===== src/rtl/clk_tick_gen.sv =====
// rtl/clk_tick_gen.sv - programmable tick / clock-enable generator with pause, load handshake and 50% square output
//
// Optional tick counter (TICKS output, TICKS_CLR input) is built when CLK_TICK_GEN_TICKCNT_EN is defined.
module clk_tick_gen #(
    parameter int WIDTH       = 26,
    parameter int DEFAULT_DIV = 50000000
) (
    input  logic             CLK,
    input  logic             RST_N,
    input  logic             EN,
    input  logic             LOAD,
    input  logic [WIDTH-1:0] DIV_IN,
    output logic             LOAD_ACK,
    output logic             S,
    output logic             SQ,
`ifdef CLK_TICK_GEN_TICKCNT_EN
    output logic [15:0]      TICKS,
    input  logic             TICKS_CLR,
`endif
    output logic [WIDTH-1:0] CNT
);

    localparam logic [WIDTH-1:0] DIV_RST = WIDTH'(DEFAULT_DIV);
    localparam logic [WIDTH-1:0] ONE     = {{(WIDTH-1){1'b0}}, 1'b1};

    logic [WIDTH-1:0] div_q;
    logic [WIDTH-1:0] div_m1;
    logic [WIDTH-1:0] div_new;
    logic             at_end;
    logic             wrap;

    // Terminal-count detection; div_q is never 0, so div_q-1 cannot underflow.
    always_comb begin
        div_m1  = div_q - ONE;
        at_end  = (CNT == div_m1);
        wrap    = EN && !LOAD && at_end;
        div_new = (DIV_IN == '0) ? ONE : DIV_IN;
    end

    // Period register: reloaded by LOAD, a zero request saturates to one cycle.
    always_ff @(posedge CLK) begin
        if (!RST_N) begin
            div_q <= DIV_RST;
        end else if (LOAD) begin
            div_q <= div_new;
        end
    end

    // Phase counter: restart on load, advance when enabled, hold while paused.
    always_ff @(posedge CLK) begin
        if (!RST_N) begin
            CNT <= '0;
        end else if (LOAD) begin
            CNT <= '0;
        end else if (EN) begin
            if (at_end) begin
                CNT <= '0;
            end else begin
                CNT <= CNT + ONE;
            end
        end
    end

    // Tick and square outputs: tick only on a wrap, square flips on each tick and holds across loads.
    always_ff @(posedge CLK) begin
        if (!RST_N) begin
            S  <= 1'b0;
            SQ <= 1'b0;
        end else begin
            S <= wrap;
            if (wrap) begin
                SQ <= ~SQ;
            end
        end
    end

    // Load acknowledge: high exactly in the cycle after an accepted load.
    always_ff @(posedge CLK) begin
        if (!RST_N) begin
            LOAD_ACK <= 1'b0;
        end else begin
            LOAD_ACK <= LOAD;
        end
    end

`ifdef CLK_TICK_GEN_TICKCNT_EN
    // Tick counter: advances together with S, free-running 16-bit wrap, clear beats increment.
    always_ff @(posedge CLK) begin
        if (!RST_N) begin
            TICKS <= 16'd0;
        end else if (TICKS_CLR) begin
            TICKS <= 16'd0;
        end else if (wrap) begin
            TICKS <= TICKS + 16'd1;
        end
    end
`endif

endmodule


===== config.mk =====
export PLATFORM = sky130hd
export DESIGN_NAME = clk_tick_gen
export DESIGN_NICKNAME = d
export VERILOG_FILES = /design/src/rtl/clk_tick_gen.sv
export SDC_FILE = /design/constraint.sdc
export NUM_CORES = 1
export LEC_CHECK = 0
export BUFFER_PORTS_ARGS = -buffer_cell sky130_fd_sc_hd__buf_4
export CORE_UTILIZATION = 56
export CTS_CLUSTER_SIZE = 25
export DETAILED_ROUTE_END_ITERATION = 8
export GPL_ROUTABILITY_DRIVEN = 0
export PLACE_DENSITY_LB_ADDON = 0.12
export SYNTH_ARGS = -nofsm -noshare
export SYNTH_HDL_FRONTEND = slang
export SYNTH_SLANG_ARGS = --single-unit

===== constraint.sdc =====
create_clock -name CLK -period 3.3 [get_ports CLK]
set_input_delay 0.165 -clock CLK [delete_from_list [all_inputs] [get_ports CLK]]
set_output_delay 0.165 -clock CLK [all_outputs]
set_load 0.02 [all_outputs]

==> results.json, run 1 <==
{
  "status": "complete, no violations",
  "slew_headroom": 0.539,
  "yosysSeqAreaShare": 0.349,
  "r2r_end": "CNT[21]",
  "cp_cell_sequence": "inv_1 > ha_1 > nor3b_1 > nand4_1 > xnor2_1 > a211oi_1 > nand4_2 > nor4b_4 > buf_4 > nor3_1",
  "p_sw_frac": 0.258,
  "ant_nets": 0,
  "grt_max_degree": 31,
  "insertion_delay_ps": 310,
  "nets": 431,
  "r2r_slack_ps": 250,
  "synth_edf_count": 0,
  "hp-start": "DIV_IN[12]",
  "cpPeakStageDelay_ps": 560,
  "setup_viol": 0,
  "grt_pass1_wl_um": 12200,
  "syn-cell-area_um2": 3150,
  "hold_depth": 3,
  "power_density_nw_per_um2": 343,
  "synth.avg_cell_area_um2": 9.03,
  "fp.dieW_um": 77.0,
  "grtUsageTotal": 0.256,
  "core-area_um2": 5270,
  "min_period_ps": 3050,
  "fin_crit_sh": 0.925,
  "wl_um": 7230,
  "final_max_slew_viol_count": 0,
  "ctsResizeCount": 0,
  "crit_arrival_ps": 3220,
  "fp-row-count": 26,
  "dr.pass1.iters": 4,
  "power_frac_clock": 0.295,
  "leakage_nw": 1.46,
  "numCtsBuffers": 5,
  "cts_tree": "built",
  "cts.sinks": 55,
  "cp-end-kind": "flop",
  "cp-start-kind": "flop",
  "r2r_cells": 10,
  "cap_violations": 0,
  "dieArea_um2": 5930,
  "antenna_found_initial": 0,
  "async_flop_share": 0,
  "synth_nets": 381,
  "num_vias": 2717,
  "path_class": "reg2reg",
  "r2r-start": "div_q[0]",
  "ys.flop_type": "dfxtp_1",
  "drt_iter0_drc": 178,
  "hold_end": "div_q[12]",
  "regArea_um2": 1100,
  "multi_input_area_um2": 1940,
  "tightest_slew_ps": 691,
  "routed_via_density": 5.79,
  "internal-power_uw": 938,
  "wl_per_cell_um": 15.4,
  "stdcell_count": 469,
  "hold_buffers": 0,
  "cts_buffer_depth": 2,
  "switching_power_uw": 326,
  "irDropWorstVdd_mv": 0.266,
  "dp.cells": 462,
  "clock_skew_ps": 10.7,
  "synth_cell_types": 52,
  "drc": 0,
  "grt_overflow": 0,
  "area_growth_pct": 17.1,
  "holdCritPathClass": "in2reg",
  "root_buffer": "clkbuf_8",
  "grt_pass1_vias": 2537,
  "htreeDepth": 2,
  "synth-warning-count": 0,
  "portBuffers": 58,
  "initial_core_util": 0.598,
  "fin_setup_tns_ps": 0,
  "path_max_fanout": 26,
  "synth_cells": 349,
  "nFillCells": 436,
  "critPathSlowestCell": "nor3b_1",
  "power_frac_comb": 0.137,
  "diodes": 0,
  "io_pins": 59,
  "ys_ff_latch": 55,
  "sequentialPowerShare": 0.568,
  "postCtsSetupBuffers": 0,
  "dp_hpwl_um": 5400,
  "drive_gt1_frac": 0.193,
  "cp.required_ps": 3470,
  "rsz0062_at_grt": "no",
  "cts.clk_slew.worst_paths_ps": 90,
  "hold_viol": 0,
  "die_y_um": 77.0,
  "timing.fmax_mhz": 328
}
==> routing by layer <==
metal / part of all wire / up-vias / global-route usage / wire length (µm)
met3: 0.047 / 7 / 0.0440 / 341
met2: 0.48 / 76 / 0.424 / 3500
met1: 0.46 / 1285 / 0.335 / 3310
met4: 0.0095 / 0 / 0.0868 / 69
met5: 0 / - / 0 / 0
li1: - / 1349 / - / -
==> power by group through the flow <==
stage	Clock (mW)	Sequential, mW	Combinational (mW)
CTS	0.381	0.718	0.172
floorplan	0	0.722	0.123
global placement	0	0.733	0.169
finish	0.372	0.718	0.173
global route	0.409	0.722	0.190
detailed placement	0	0.733	0.172
==> worst max-delay path: cells and delay by family (launching register included) <==
family                     cells  cell delay, ps
AOI/OAI and AO/OA              1             360
xor gates and xnor gates       1             160
adders and majority gates      1             230
buffers and inverters          2             390
DFF                            1             390
and+or+nand+nor                5            1360
==> sequential cells by signal, indices dropped and copies added, names as in the netlist <==
signal,count
CNT,26
div_q,26
LOAD_ACK,1
S,1
SQ,1
==> layout by cell type (no fill, tap or decap), types with 5 or more instances in the layout <==
master / Yosys / routed
and3_1: 7 / 7
buf_4: 1 / 61
clkbuf_8: 0 / 6
dfxtp_1: 55 / 55
inv_1: 5 / 5
mux2i_1: 27 / 27
nand2_1: 25 / 25
nand3_1: 8 / 8
nand4_1: 12 / 12
nor2_1: 13 / 13
nor2b_1: 16 / 16
nor3_1: 30 / 30
nor4_1: 14 / 14
o21ai_0: 5 / 5
or4_1: 5 / 5
xnor2_1: 32 / 32
xor2_1: 30 / 30
==> stage by stage <==
stage	util	hold slack (ps)	power [mW]	worst slack, ps	cell area [µm²]
5_1_grt	0.700	73.9	1.32	1.64	3690
3_5_place_dp	0.684	397	0.905	303	3600
6_report	0.700	80.1	1.26	247	3690
4_1_cts	0.700	69.7	1.27	275	3690
2_1_floorplan	-	294	0.845	636	3150
3_3_place_gp	0.684	389	0.902	342	3600
==> logic make-up after synthesis <==
logic type	count (synthesis)	synth area share
buffers and inverters	23	0.0357
AND/OR/NAND/NOR	155	0.292
AO/OA/AOI/OAI	25	0.0572
adder cells (fa/ha/maj)	2	0.00794
flip-flops	55	0.349
XOR/XNOR	62	0.172
multiplexers	27	0.0858
==> layout make-up <==
cell class,instances,share of cell area
multi-input cells,271,0.525
flip-flops and latches,55,0.298
repair buffers,61,0.124
well taps,70,0.0237
clock buffers,6,0.0224
inverters,5,0.00509
clock inverters,1,0.00136
==> cells in the mapped netlist (3+ instances only) <==
library cell,number,area (µm²)
and4_1,3,26.3
nor4_1,14,87.6
mux2i_1,27,270
dfxtp_1,55,1100
xnor2_1,32,280
nor2b_1,16,100
and2_1,3,18.8
o21ai_0,5,25.0
inv_1,5,18.8
or4_1,5,37.5
nand2_1,25,93.8
clkbuf_1,12,45.0
nor2_1,13,48.8
nand4_1,12,75.1
a211oi_1,3,22.5
nor3_1,30,150
a41oi_1,3,26.3
xor2_1,30,263
and3_1,7,43.8
nand3_1,8,40.0
==> how the worst max path moves through the flow <==
| stage | from | endpoint | slack (ps) |
|---|---|---|---|
| detailed placement | div_q[0] | CNT[15] | 300 |
| global route | div_q[0] | CNT[21] | 2 |
| global placement | div_q[0] | CNT[11] | 340 |
| finish | div_q[0] | CNT[21] | 250 |
| CTS | div_q[0] | CNT[14] | 270 |
| floorplan | div_q[0] | CNT[11] | 640 |
No activity file was read; power rests on OpenSTA's default activity.
==> inputs of run 2 (changes only) <==
CTS_BUF_LIST = sky130_fd_sc_hd__clkbuf_8 sky130_fd_sc_hd__clkbuf_16   (was not set)
SETUP_SLACK_MARGIN = 0.05   (was not set)
==> run 2 against run 1 <==
Cell area up 0.14%. Routed wire length down 0.24%. Combinational power about the same. Cell count unchanged. Global-route usage unchanged. Clock power about the same. Largest cell class unchanged. First-iteration DRC count up 5.6%. Sequential cell count unchanged. Count of clock-buffer cells in the layout unchanged. Maximum frequency up 5.6%. Die area unchanged.
==> results.json, run 2 (synthesized netlist as in run 1, its figures left out) <==
{
  "status": "complete, no violations",
  "initial_core_util": 0.598,
  "drt_iter0_drc": 188,
  "cp.depth": 9,
  "hold_viol": 0,
  "core-area_um2": 5270,
  "die_y_um": 77.0,
  "path_max_fanout": 6,
  "stdcell_count": 469,
  "grtUsageTotal": 0.256,
  "dieArea_um2": 5930,
  "cp-end-kind": "flop",
  "cp-start-kind": "flop",
  "r2r_slack_ps": 410,
  "nFillCells": 434,
  "cp.required_ps": 3480,
  "cpPeakStageDelay_ps": 450,
  "grt_pass1_wl_um": 12200,
  "fp.dieW_um": 77.0,
  "routed_via_density": 5.77,
  "setup_viol": 0,
  "place_ws_ps": 303,
  "crit_buf_inv": 1,
  "grt_overflow": 0,
  "htreeDepth": 2,
  "wl_per_cell_um": 15.4,
  "critPathSlowestCell": "or4_1",
  "clock_skew_ps": 9.75,
  "cpLargestDelayFamily": "simple AND/OR/NAND/NOR gates",
  "mostFrequentLayoutCell": "buf_4",
  "postCtsSetupBuffers": 0,
  "crit_path_start": "div_q[0]",
  "holdCritPathClass": "in2reg",
  "dp_hpwl_um": 5400,
  "area_growth_pct": 17.3,
  "hold_slack_ps": 79.2,
  "hold_buffers": 0,
  "min_period_ps": 2890,
  "final_max_slew_viol_count": 0,
  "placed_area_um2": 3600,
  "leakage_nw": 1.46,
  "endpoint": "SQ",
  "grt_max_degree": 31,
  "tightest_slew_ps": 687,
  "grt_pass1_vias": 2537,
  "dr.pass1.iters": 4,
  "wl_um": 7210,
  "cp_cell_sequence": "inv_1 > ha_1 > nor4b_1 > nand4_1 > nor4_1 > o211ai_1 > or4_1 > o311ai_0 > o41ai_1",
  "diodes": 0,
  "cap_violations": 0,
  "ctsResizeCount": 0,
  "cts.clk_slew.worst_paths_ps": 90,
  "cts_buffer_depth": 2,
  "reg.largest.list": "CNT (26), div_q (26)",
  "fin_crit_sh": 0.876,
  "crit_arrival_ps": 3080,
  "ant_nets": 0,
  "drc": 0,
  "power_density_nw_per_um2": 342,
  "timing.fmax_mhz": 346,
  "numCtsBuffers": 5,
  "cts.sinks": 55,
  "final_util": 0.701,
  "rsz0062_at_grt": "no",
  "root_buffer": "clkbuf_8",
  "num_vias": 2707,
  "power_mw": 1.27,
  "r2r_cells": 9,
  "dp.cells": 462,
  "r2r_end": "SQ",
  "slew_headroom": 0.542,
  "path_class": "reg2reg",
  "fp-row-count": 26,
  "io_pins": 59,
  "r2r-start": "div_q[0]",
  "drive_gt1_frac": 0.195,
  "fin_setup_tns_ps": 0,
  "stdcell_area_um2": 3690,
  "nets": 431,
  "portBuffers": 58,
  "cts_tree": "built",
  "irDropWorstVdd_mv": 0.267,
  "antenna_found_initial": 0,
  "layout_setup_ws_ps": 408,
  "insertion_delay_ps": 310,
  "mostFrequentLayoutCells": "buf_4 (61), dfxtp_1 (55), xnor2_1 (32)"
}
[run 2: cell types whose count changed in the layout (fill, tap and decap cells not counted)]
cell	change
nor3b_2	+1
nor3b_1	-1
[run 2: layout make-up]
type                            instances  area [µm²]  share of cell area
Clock buffer                            6        82.6              0.0224
Tap cell                               70        87.6              0.0237
Sequential cell                        55        1100               0.298
Timing Repair Buffer                   61         458               0.124
Clock inverter                          1        5.00             0.00135
Inverter                                5        18.8             0.00508
Multi-Input combinational cell        271        1940               0.526
[run 2: power by group]
part           internal [mW]  switching (mW)
clock network          0.165           0.208
logic                 0.0893          0.0840
registers              0.684          0.0346
total                  0.938           0.327
[run 2: worst min-delay path by stage]
stage	depth (start not counted)	from	to	slack, ps
detailed placement	3	DIV_IN[20]	div_q[20]	400
global placement	3	DIV_IN[19]	div_q[19]	390
CTS	3	DIV_IN[12]	div_q[12]	70
global route	3	DIV_IN[12]	div_q[12]	70
floorplan	2	DIV_IN[14]	div_q[14]	290
finish	3	DIV_IN[12]	div_q[12]	80
[run 2: worst register-to-register path: stages (launching register included)]
cell	delay, ps
dfxtp_1	390
inv_1	90
ha_1	240
nor4b_1	350
nand4_1	280
nor4_1	340
o211ai_1	160
or4_1	450
o311ai_0	340
o41ai_1	130
[run 2: layer usage]
metal | share of wire | wire, µm | vias to the layer above | track usage
li1 | - | - | 1348 | -
met1 | 0.46 | 3290 | 1282 | 0.335
met2 | 0.49 | 3500 | 69 | 0.424
met3 | 0.046 | 335 | 8 | 0.0440
met4 | 0.011 | 82 | 0 | 0.0868
met5 | 0 | 0 | - | 0
==> inputs of run 3 (changes only) <==
--- a/config.mk
+++ b/config.mk
@@ -13,2 +13,3 @@
 export GPL_ROUTABILITY_DRIVEN = 0
+export MAX_ROUTING_LAYER = met4
 export PLACE_DENSITY_LB_ADDON = 0.12
--- a/constraint.sdc
+++ b/constraint.sdc
@@ -3,2 +3,2 @@
 set_output_delay 0.165 -clock CLK [all_outputs]
-set_load 0.02 [all_outputs]
+set_load 0.005 [all_outputs]
==> run 3 against run 2 <==
Combinational power is essentially flat. Via count is essentially flat. Power shrank 0.15%. Non-clock buffer count is the same. Maximum frequency is essentially flat. Setup slack gained 2.1 ps. Clock power is essentially flat. Clock skew grew 0.58 ps. Critical path depth is the same. Register-to-register slack is essentially flat. Critical endpoint unchanged. Highest routed layer unchanged.
==> results.json, run 3 (synthesized netlist as in run 1, its figures left out) <==
{
  "drt_iter0_drc": 192,
  "dp.cells": 462,
  "postCtsSetupBuffers": 0,
  "tightest_slew_ps": 691,
  "crit_path_start": "div_q[0]",
  "cp-end-kind": "flop",
  "r2r-start": "div_q[0]",
  "mostFrequentLayoutCell": "buf_4",
  "crit_arrival_ps": 3080,
  "cap_violations": 0,
  "multi_input_area_um2": 1940,
  "die_y_um": 77.0,
  "regArea_um2": 1100,
  "wl_um": 7220,
  "timing.fmax_mhz": 346,
  "cp.required_ps": 3490,
  "antenna_found_initial": 0,
  "irDropWorstVdd_mv": 0.267,
  "fp-row-count": 26,
  "slew_headroom": 0.539,
  "fp.dieW_um": 77.0,
  "ant_nets": 0,
  "cp-start-kind": "flop",
  "numCtsBuffers": 5,
  "wl_per_cell_um": 15.4,
  "reg.largest.list": "CNT (26), div_q (26)",
  "power_density_nw_per_um2": 342,
  "holdCritPathClass": "in2reg",
  "grtUsageTotal": 0.263,
  "cpPeakStageDelay_ps": 450,
  "routed_via_density": 5.77,
  "leakage_nw": 1.46,
  "r2r_cells": 9,
  "min_period_ps": 2890,
  "dr.pass1.iters": 4,
  "cts_tree": "built",
  "grt_pass1_wl_um": 12200,
  "hold_viol": 0,
  "cpLargestDelayFamily": "simple AND/OR/NAND/NOR gates",
  "cts.clk_slew.worst_paths_ps": 90,
  "num_vias": 2708,
  "insertion_delay_ps": 310,
  "clock_skew_ps": 10.3,
  "nFillCells": 434,
  "fin_setup_tns_ps": 0,
  "dp_hpwl_um": 5400,
  "setup_viol": 0,
  "r2r_slack_ps": 410,
  "path_max_fanout": 6,
  "hold_end": "div_q[12]",
  "r2r_end": "SQ",
  "mostFrequentLayoutCells": "buf_4 (61), dfxtp_1 (55), xnor2_1 (32)",
  "initial_core_util": 0.598,
  "crit_buf_inv": 1,
  "hp-start": "DIV_IN[12]",
  "hold_depth": 3,
  "io_pins": 59,
  "stdcell_count": 469,
  "drc": 0,
  "path_class": "reg2reg",
  "status": "complete, no violations",
  "grt_max_degree": 31,
  "area_growth_pct": 17.3,
  "critPathSlowestCell": "or4_1",
  "rsz0062_at_grt": "no",
  "core-area_um2": 5270,
  "root_buffer": "clkbuf_8",
  "cts.sinks": 55,
  "portBuffers": 58,
  "cp_cell_sequence": "inv_1 > ha_1 > nor4b_1 > nand4_1 > nor4_1 > o211ai_1 > or4_1 > o311ai_0 > o41ai_1",
  "grt_overflow": 0,
  "cts_buffer_depth": 2,
  "nets": 431,
  "htreeDepth": 2,
  "grt_pass1_vias": 2533,
  "drive_gt1_frac": 0.195,
  "final_max_slew_viol_count": 0,
  "diodes": 0,
  "dieArea_um2": 5930,
  "fin_crit_sh": 0.876
}
==> run 3: what timing repair did <==
action,in CTS,in global routing
setup endpoints to repair,0,19
hold buffers,0,0
resized for setup,0,1
==> run 3: report_power, final <==
group / leakage, nW / switching (mW) / internal, mW
registers: 0.449 / 0.0345 / 0.684
clock network: 0.0470 / 0.209 / 0.165
logic: 0.968 / 0.0821 / 0.0892
total: 1.46 / 0.325 / 0.938
==> run 3: per-stage QoR <==
step | hold WS, ps | utilization | total power, mW | worst slack [ps] | cell area [µm²]
detailed placement | 397 | 0.684 | 0.903 | 303 | 3600
finish | 78.2 | 0.701 | 1.26 | 410 | 3690
CTS | 69.7 | 0.700 | 1.27 | 275 | 3690
floorplan | 294 | - | 0.843 | 636 | 3150
global route | 73.9 | 0.701 | 1.32 | 227 | 3690
global placement | 389 | 0.684 | 0.900 | 342 | 3600
==> run 3: metal layers <==
metal,track usage,vias up,wire length [µm]
li1,-,1350,-
met1,0.335,1279,3310
met2,0.425,69,3450
met3,0.0440,10,339
met4,0.0849,0,113
met5,-,-,0
==> run 3: how the worst max path moves through the flow <==
stage / end / cells past startpoint
floorplan: CNT[11] / 10
global placement: CNT[11] / 10
detailed placement: CNT[15] / 10
CTS: CNT[14] / 10
global route: SQ / 9
finish: SQ / 9
==> run 3: cell type report <==
| cell class | instances | area share |
|---|---|---|
| multi-input combinational | 271 | 0.526 |
| sequential | 55 | 0.298 |
| timing repair buffer | 61 | 0.124 |
| tap | 70 | 0.0237 |
| clock buffer | 6 | 0.0224 |
| inverter | 5 | 0.00508 |
| clock inverter | 1 | 0.00135 |
==> run 3: worst reg2reg max path, delay by kind of cell (launching register included) <==
kind | cells | cell delay [ps]
buffers and inverters | 1 | 80
and+or+nand+nor | 4 | 1420
AOI/OAI and AO/OA | 3 | 630
DFF | 1 | 390
adders and majority gates | 1 | 240
